[config.mk]
export PLATFORM = sky130hd
export DESIGN_NAME = aes_key_sched
export DESIGN_NICKNAME = d
export VERILOG_FILES = /design/src/rtl/aes_pkg.sv /design/src/rtl/aes_key_word_next.sv /design/src/rtl/aes_key_sched.sv
export SDC_FILE = /design/constraint.sdc
export NUM_CORES = 1
export LEC_CHECK = 0
export BUFFER_PORTS_ARGS = -buffer_cell sky130_fd_sc_hd__buf_2
export CAP_MARGIN = 40
export CORE_MARGIN = 2
export CORE_UTILIZATION = 42
export CTS_BUF_LIST = sky130_fd_sc_hd__clkbuf_16
export CTS_CLUSTER_SIZE = 24
export DETAILED_ROUTE_END_ITERATION = 16
export MAX_ROUTING_LAYER = met4
export PLACE_DENSITY = 0.83
export SETUP_SLACK_MARGIN = 0.3
export SYNTH_ARGS = -nofsm -noshare
export SYNTH_HDL_FRONTEND = slang
export SYNTH_SLANG_ARGS = --single-unit
[constraint.sdc]
create_clock -name clk -period 3.3 [get_ports clk]
set_clock_uncertainty 0.1 [all_clocks]
set_input_delay 0.165 -clock clk [delete_from_list [all_inputs] [get_ports clk]]
set_output_delay 0.165 -clock clk [all_outputs]
set_load 0.05 [all_outputs]
[src/rtl/aes_pkg.sv]
// Shared definitions for the AES-128 key-expansion sequencer.
// Contents: FSM state encoding, Rcon table (rounds 1..10) with a guarded
// lookup helper, and bit positions of words w0..w3 inside a 128-bit key.
package aes_pkg;

  typedef enum logic [1:0] {
    IDLE = 2'd0,
    EMIT = 2'd1,
    SUB  = 2'd2
  } ks_state_e;

  // w0 is the most significant word of the key, w3 the least.
  localparam int W0_MSB = 127;
  localparam int W0_LSB = 96;
  localparam int W1_MSB = 95;
  localparam int W1_LSB = 64;
  localparam int W2_MSB = 63;
  localparam int W2_LSB = 32;
  localparam int W3_MSB = 31;
  localparam int W3_LSB = 0;

  // Rcon[1..10]; element 10 is leftmost.
  localparam logic [10:1][7:0] RCON = {
    8'h36, 8'h1b, 8'h80, 8'h40, 8'h20, 8'h10, 8'h08, 8'h04, 8'h02, 8'h01
  };

  // Round 0 has no Rcon; out-of-range indices return 0 rather than X.
  function automatic logic [7:0] rcon_lookup(input logic [3:0] rnd);
    if (rnd >= 4'd1 && rnd <= 4'd10) begin
      return RCON[rnd];
    end
    return 8'h00;
  endfunction

endpackage

[src/rtl/aes_key_word_next.sv]
// Combinational AES-128 next-round-key step; zero latency.
// Inputs: current words w0..w3, substituted RotWord, index of the round being built.
// Outputs: key_next = {n0,n1,n2,n3}; rot_word = RotWord(w3) to send to the S-box.
module aes_key_word_next
  import aes_pkg::*;
#(
  parameter int IDXW = 4
) (
  input  logic [31:0]     w0,
  input  logic [31:0]     w1,
  input  logic [31:0]     w2,
  input  logic [31:0]     w3,
  input  logic [31:0]     sub_word_in,
  input  logic [IDXW-1:0] rnd,
  output logic [127:0]    key_next,
  output logic [31:0]     rot_word
);

  logic [31:0] t;
  logic [31:0] n0;
  logic [31:0] n1;
  logic [31:0] n2;
  logic [31:0] n3;

  always_comb begin
    rot_word = {w3[23:0], w3[31:24]};
    t        = sub_word_in ^ {rcon_lookup(4'(rnd)), 24'h000000};
    // Each new word chains off the previous new word, not the old one.
    n0       = w0 ^ t;
    n1       = w1 ^ n0;
    n2       = w2 ^ n1;
    n3       = w3 ^ n2;
    key_next = {n0, n1, n2, n3};
  end

endmodule

[src/rtl/aes_key_sched.sv]
// AES-128 key-expansion sequencer: emits round keys 0..NR over valid/ready,
// borrowing a shared S-box via sub_req/sub_ack for each SubWord.
// Latency: key0 one cycle after start; one key per 2 cycles at full throughput.
// Backpressure: rk_out/rk_idx hold while rk_ready=0; sub_word_out holds until sub_ack.
// Ports: clk/rst_n (sync, active low); start/key_in load a key in IDLE;
//        sub_req/sub_word_out/sub_ack/sub_word_in talk to the S-box;
//        rk_valid/rk_ready/rk_idx/rk_out stream keys; busy, done status.
module aes_key_sched
  import aes_pkg::*;
#(
  parameter int NR   = 10,
  parameter int IDXW = 4
) (
  input  logic            clk,
  input  logic            rst_n,
  input  logic            start,
  input  logic [127:0]    key_in,
  output logic            busy,
  output logic            sub_req,
  output logic [31:0]     sub_word_out,
  input  logic            sub_ack,
  input  logic [31:0]     sub_word_in,
  output logic            rk_valid,
  input  logic            rk_ready,
  output logic [IDXW-1:0] rk_idx,
  output logic [127:0]    rk_out,
  output logic            done
);

  ks_state_e       state_q, state_d;
  logic [127:0]    rk_q, rk_d;
  logic [IDXW-1:0] idx_q, idx_d;
  logic            done_q, done_d;

  logic [IDXW-1:0] idx_inc;
  logic [127:0]    key_next;
  logic [31:0]     rot_word;

  assign idx_inc = idx_q + IDXW'(1);

  aes_key_word_next #(
    .IDXW (IDXW)
  ) u_word_next (
    .w0          (rk_q[W0_MSB:W0_LSB]),
    .w1          (rk_q[W1_MSB:W1_LSB]),
    .w2          (rk_q[W2_MSB:W2_LSB]),
    .w3          (rk_q[W3_MSB:W3_LSB]),
    .sub_word_in (sub_word_in),
    .rnd         (idx_inc),
    .key_next    (key_next),
    .rot_word    (rot_word)
  );

  always_comb begin
    state_d = state_q;
    rk_d    = rk_q;
    idx_d   = idx_q;
    done_d  = 1'b0;
    unique case (state_q)
      IDLE: begin
        if (start) begin
          rk_d    = key_in;
          idx_d   = '0;
          state_d = EMIT;
        end
      end
      EMIT: begin
        if (rk_ready) begin
          if (idx_q == IDXW'(NR)) begin
            state_d = IDLE;
            done_d  = 1'b1;
          end else begin
            state_d = SUB;
          end
        end
      end
      SUB: begin
        if (sub_ack) begin
          rk_d    = key_next;
          idx_d   = idx_inc;
          state_d = EMIT;
        end
      end
      default: state_d = IDLE;
    endcase
  end

  always_ff @(posedge clk) begin
    if (!rst_n) begin
      state_q <= IDLE;
      rk_q    <= '0;
      idx_q   <= '0;
      done_q  <= 1'b0;
    end else begin
      state_q <= state_d;
      rk_q    <= rk_d;
      idx_q   <= idx_d;
      done_q  <= done_d;
    end
  end

  // sub_req and rk_valid decode from mutually exclusive states, so they never overlap.
  assign busy         = (state_q != IDLE);
  assign rk_valid     = (state_q == EMIT);
  assign sub_req      = (state_q == SUB);
  assign sub_word_out = sub_req ? rot_word : 32'h0;
  assign rk_idx       = idx_q;
  assign rk_out       = rk_q;
  assign done         = done_q;

endmodule

# ---- After elaboration in Yosys (flattened, before gate mapping)
# Memory sizes are Yosys's and may differ from the RTL's.
# Cells that the tools add are included.
dict set report totals {
  register_bits 135
  in_bits 165
  n_memories 1
  mem_bits_ro 128
}
dict set report classes {
  order_cmp 3
  n_eq_ne 6
  muxes 17
  reduce_logical 7
  addsub 1
  bitwise_logic 5
}
# name depth word_bits read_ports rd_ports_with_merged_regs wr line
set memory_table {}
lappend memory_table {{(no name shown)} 16 8 1 0 0 aes_pkg.sv:30} ;# return RCON[rnd];
# op n
set op_table {}
lappend op_table {{$mux 128} 2}
lappend op_table {{$pmux 128 s2} 1}
lappend op_table {{$xor 32x32->32} 5}
lappend op_table {{$mux 32} 1}
lappend op_table {{$mux 8} 3}
lappend op_table {{$reduce_and 3->1} 3}
lappend op_table {{$mux 2} 4}
lappend op_table {{$mux 4} 2}
lappend op_table {{$pmux 4 s2} 1}
lappend op_table {{$pmux 2 s3} 1}
lappend op_table {{$lt 4x5->1 const B} 1}
lappend op_table {{$add 4x1->4 const B} 1}
lappend op_table {{$eq 4x4->1 const B} 1}
lappend op_table {{$ge 4x1->1 const B} 1}
lappend op_table {{$le 4x4->1 const B} 1}
lappend op_table {{$ne 2x1->1 const B} 2}
lappend op_table {{$reduce_bool 2->1} 2}
lappend op_table {{$eq 2x1->1 const B} 1}
lappend op_table {{$eq 2x2->1 const B} 1}
lappend op_table {{$logic_not 2->1} 1}
lappend op_table {{$mux 1} 2}
lappend op_table {{$ne 2x2->1 const B} 1}
lappend op_table {{$logic_and 1x1->1} 1}

# ---- Longest topological paths before layout
dict set report logic_depth {
  ltp_word 12
  depth_mapped 12
  depth_no_buf 10
}

# ---- Modules after synthesis
# From an unflattened synthesis, not the netlist that was laid out.
dict set report hier_totals {
  hier_cells 860
  area_unflattened_um2 8993.6
}
# module seq_area_each_um2 cells_per_inst n_inst area_per_inst_um2
set by_module_without_submodules {}
lappend by_module_without_submodules {aes_key_sched 2702.6 665 1 7141.8}
lappend by_module_without_submodules {aes_key_word_next 0.0 195 1 1851.8}

# ---- Least setup slack after synthesis
# OpenSTA, ideal clock, no wires.
dict set report synth_path {
  path_type {flip-flop to flip-flop}
  start {register idx_q[0], in the netlist rk_idx[0]}
  end {register rk_q[58], in the netlist rk_out[58]}
  path_stages_with_launch 12
  arrival_ns 3.036
  path_slack_ns 0.045
  t_required_ns 3.081
  cell_sequence {dfxtp_1 > buf_2 > inv_1 > ha_1 > clkbuf_1 > o211ai_2 > o211ai_4 > or2_1 > or3_4 > and2_4 > o22a_1 > o221a_1}
}
dict set report synth_via {
  elab_chain_len 11
  word_cells_on_any_way 15
  classes_between {add/sub (1); order compare (2); mux (6); bitwise (4); reduce/logical (1); memory (1)}
}
# element line
set synth_rtl {}
lappend synth_rtl {{start: declaration} aes_key_sched.sv:32} ;# logic [IDXW-1:0] idx_q, idx_d;
lappend synth_rtl {{start signal: assignment} aes_key_sched.sv:97} ;# idx_q <= idx_d;
lappend synth_rtl {{$add 4x1->4 *} aes_key_sched.sv:39} ;# assign idx_inc = idx_q + IDXW'(1);
lappend synth_rtl {{$mem_v2 16x8, or another cell as far along} --}
lappend synth_rtl {{$mux 8 (implied by the code) / $logic_and 1x1->1 (equally long branches)} {aes_pkg.sv:30, aes_pkg.sv:29}}
lappend synth_rtl {{$mux 8 / $mux 1 (equally long branches)} aes_pkg.sv:29} ;# if (rnd >= 4'd1 && rnd <= 4'd10) begin
lappend synth_rtl {{$mux 8 *} aes_pkg.sv:32} ;# return 8'h00;
lappend synth_rtl {{$xor 32x32->32 *} aes_key_word_next.sv:27} ;# t = sub_word_in ^ {rcon_lookup(4'(rnd)), 24'h000000};
lappend synth_rtl {{$xor 32x32->32 *} aes_key_word_next.sv:29} ;# n0 = w0 ^ t;
lappend synth_rtl {{$xor 32x32->32 *} aes_key_word_next.sv:30} ;# n1 = w1 ^ n0;
lappend synth_rtl {{$xor 32x32->32 *} aes_key_word_next.sv:31} ;# n2 = w2 ^ n1;
lappend synth_rtl {{$mux 128 *} aes_key_sched.sv:78} ;# if (sub_ack) begin
lappend synth_rtl {{$pmux 128 s2 *} aes_key_sched.sv:59} ;# unique case (state_q)
lappend synth_rtl {{end signal: assignment} aes_key_sched.sv:96} ;# rk_q <= rk_d;
lappend synth_rtl {{end: declaration} aes_key_sched.sv:31} ;# logic [127:0] rk_q, rk_d;
# Mark *: on every way between the ends. The rest lies on a longest branch, timed or not. The select of a mux whose other input is x is not followed.
# A chain may end at the register's enable or synchronous reset.

# ---- Final worst setup path
dict set report layout_path {
  start {register idx_q[1], in the netlist rk_idx[1]}
  end {register rk_q[58], in the netlist rk_out[58]}
}
# Same word-level chain as after synthesis.

==> out/results.tsv <==
stage	metric	value	unit
routing	routed wire length	27.94	mm
final_layout	multi-input logic area	0.005243	mm^2
yosys	most common cell in the netlist	a21oi_1	
routing	drt wl/cell	16.94	um
grt	largest net degree at the start of global routing	78	
die	Core ar.	0.01946	mm^2
yosys	cells after synthesis	1055	
worst_hold_path	hold path depth	5	
worst_setup_path	CP Launch Type	flop	
worst_setup_path	Critical Path, Cell by Cell	inv_1 > ha_1 > o211ai_2 > o211ai_4 > or2_1 > or3_4 > and2_4 > o22a_1 > o221a_1	
clock_network	H-tree level count	4	
worst_setup_path	Crit Reg-Reg Startpoint	rk_idx[1]$_SDFFE_PN0P_	
sta	RSZ-0062 raised after global routing	false	
sta	Final setup violation count	0	
yosys	post-synth top area share	32.54	%
worst_hold_path	Hold WC Path Type	input pin to flop	
final_layout	register area	0.002709	mm^2
grt	first-pass GRT wire length	41.80	mm
clock_network	TritonCTS buffer count	17	
routing	TritonRoute pass-1 iters	5	
clock_network	Clk Tree Root Cell	clkbuf_16	
yosys	Commonest cells post-synth	a21oi_1, dfxtp_1, o21ai_0, nor2b_1, xnor2_1	
clock_network	clock latency on the worst-skew pair	0.42	ns
worst_setup_path	Worst EP required	3.50	ns
yosys	Yosys warnings	0	
worst_setup_path	crit end category	flop	
worst_setup_path	slowest stage delay, CP	0.45	ns
sta	fin crit period	2.866	ns
routing	DRC Markers	0	
worst_setup_path	crit path max fanout	13	
pwr	peak supply drop	0.3194	mV
clock_network	Reg clk slew, reported paths	0.06	ns
die	initial core utilization	42.67	%
worst_setup_path	critical setup path kind	flop to flop	
sta	final setup margin	0.4338	ns
worst_setup_path	R2R setup slack	0.43	ns
yosys	Post-synth EDFFs	0	
grt	vias in the first global route	8139	
yosys	synthesized area	0.008305	mm^2
routing	vias per cell	5.452	
die	row count	51	
final_layout	share of layout cells above drive strength 1	29.41	%
die	die area	0.02092	mm^2
sta	period utilisation layout	86.85	%
final_layout	area grow syn2layout	33.67	%
routing	DR iter-0 viols	570	
sta	Slew Limit Fails	0	
worst_setup_path	CP max stage cell	dfxtp_2	
worst_setup_path	R2R depth	9	
clock_network	CTS tree	built	
sta	Fmax achieved	348.9	MHz
flow_run	MaxCap Viol Count	0	
yosys	synth unique cells	70	
clock_network	clock sinks	135	
yosys	dominant cells by area after synthesis	dfxtp_1, a21oi_1, xnor2_1	
yosys	register area share after synthesis	32.54	%
placed_design	area post-placement	0.01014	mm^2
final_layout	final instance area	0.01110	mm^2
pwr	LEAKAGE	0.004794	uW
yosys	syn_nets	1225	
routing	DR vias	8990	
worst_setup_path	Reg-to-Reg End	rk_out[58]$_SDFFE_PN0P_	
die	die width	144.6	um
yosys	Seq cells post-synth	135	
final_layout	Total Nets Final	1542	
die	io pins	333	
grt	Tot GR Track Use	26.25	%
die	die height	144.6	um
final_layout	fillers	1729	
sta	Slew HR	56.65	%
sta	minimum hold slack	0.02168	ns
worst_hold_path	Worst Min Path Start	key_in[116]	
sta	slew at the pin closest to its max-slew limit	0.6457	ns
yosys	syn avg cell area	7.872	um^2
placed_design	port buffer count	332	
yosys	commonest register cell after synthesis	dfxtp_1	
placed_design	worst slack, placed	0.4622	ns
worst_hold_path	worst hold endpoint	rk_out[116]$_SDFFE_PN0P_	
worst_setup_path	Arr. time, crit path	3.07	ns
routing	DRT antenna net count	0	
pwr	power density cells	509.5	mW/mm^2
yosys	Post-synth ARST share	0	%
clock_network	Clock Tree Buf Depth	2	
final_layout	post-layout util	57.04	%
placed_design	placed wire-length estimate	19.81	mm
status	outcome	completed	
yosys	leading area contributor after synthesis	dfxtp_1	
final_layout	Antenna Cells	0	
grt	initial antenna violation count	0	
placed_design	GP Congestion	0.8887	
sta	final hold vios	0	
grt	total grt overflow	0	
sta	Setup Total Neg Slack	0	ns
==> critical path, delay by kind of cell, from the launching register on <==
kind,cells,cell delay (ns)
compound gates,4,0.81
buf+inv,1,0.12
simple gates,3,0.85
fa+ha+maj,1,0.41
flops,1,0.45
==> final cells by class <==
type	instances	area share [%]
inverters	13	0.4508
repair buffers	382	19.53
clock inverters	14	1.578
well taps	265	2.987
clock buffers	17	3.832
flip-flops and latches	135	24.40
multi-input cells	823	47.22
==> cells in the final DEF (no fill, tap or decap), types with 3 or more instances in the layout <==
master,synthesis,layout
nor3b_1,25,25
a221oi_1,5,4
a21oi_1,148,147
a22oi_1,25,25
xnor3_1,3,3
xor2_1,32,32
nor2b_1,84,84
or3_1,3,3
inv_1,11,11
dlygate4sd3_1,0,35
o221ai_1,5,5
o2bb2ai_1,27,27
clkbuf_16,0,17
o21ai_0,107,107
a21boi_0,8,8
clkinv_4,0,3
nand3b_1,4,4
buf_12,0,3
ha_1,5,5
a211oi_1,25,25
and2_1,34,34
xnor2_1,76,76
nand2_1,68,68
buf_2,8,331
bufinv_16,0,3
nor2_1,68,68
buf_4,3,12
inv_6,0,4
a31oi_1,6,6
xnor2_2,3,3
a22o_1,4,4
dfxtp_1,135,132
nand3_1,7,7
nor3_1,3,3
==> kinds of logic after synthesis <==
kind of cell	synth area share, %
AND/OR/NAND/NOR	20.50
flip-flops	32.54
AO/OA/AOI/OAI	28.56
XOR/XNOR	12.79
adder cells (fa/ha/maj)	0.7532
buffers and inverters	4.730
multiplexers	0.1205
==> repair_timing <==
action / 4_1_cts / 5_1_grt
hold buffers: 35 / 0
hold endpoints to repair: 37 / 0
setup endpoints to repair: 0 / 4
gates resized for setup: 0 / 2
setup buffers: 0 / 0
==> metal layers <==
layer | track usage, % | vias up | wire [um]
met5 | - | - | 0
met4 | 9.760 | 0 | 763
met3 | 3.742 | 56 | 1971
met2 | 40.86 | 432 | 13000
met1 | 34.74 | 4173 | 12200
li1 | - | 4329 | -
==> through the flow <==
step                power, uW  instances
floorplan                3182       1055
detailed placement       3674       1583
global route             5915       1649
CTS                      5677       1649
global placement         3635       1583
finish                   5657       1649
==> state kept, by name (all words and copies together), names as in the netlist <==
signal,flops
state_q,2
rk_idx,4
done,1
rk_out,128
==> how the worst max path moves through the flow <==
stage | depth (start not counted) | slack, ns | to | startpoint
after global routing | 9 | 0.31 | rk_out[61]$_SDFFE_PN0P_ | rk_idx[1]$_SDFFE_PN0P_
after global placement | 9 | 0.51 | rk_out[61]$_SDFFE_PN0P_ | rk_idx[1]$_SDFFE_PN0P_
after CTS | 5 | 0.45 | sub_word_out[19] | state_q[0]$_SDFFE_PN0P_
after floorplan | 11 | 0.35 | rk_out[58]$_SDFFE_PN0P_ | rk_idx[0]$_SDFFE_PN0P_
after detailed placement | 9 | 0.46 | rk_out[58]$_SDFFE_PN0P_ | rk_idx[1]$_SDFFE_PN0P_
final | 9 | 0.43 | rk_out[58]$_SDFFE_PN0P_ | rk_idx[1]$_SDFFE_PN0P_
==> where the power goes <==
group	internal, uW	switching, uW
registers	1770	153
logic	599	1170
clock network	1190	772
total	3560	2090
No activity file was read; power rests on OpenSTA's default activity.
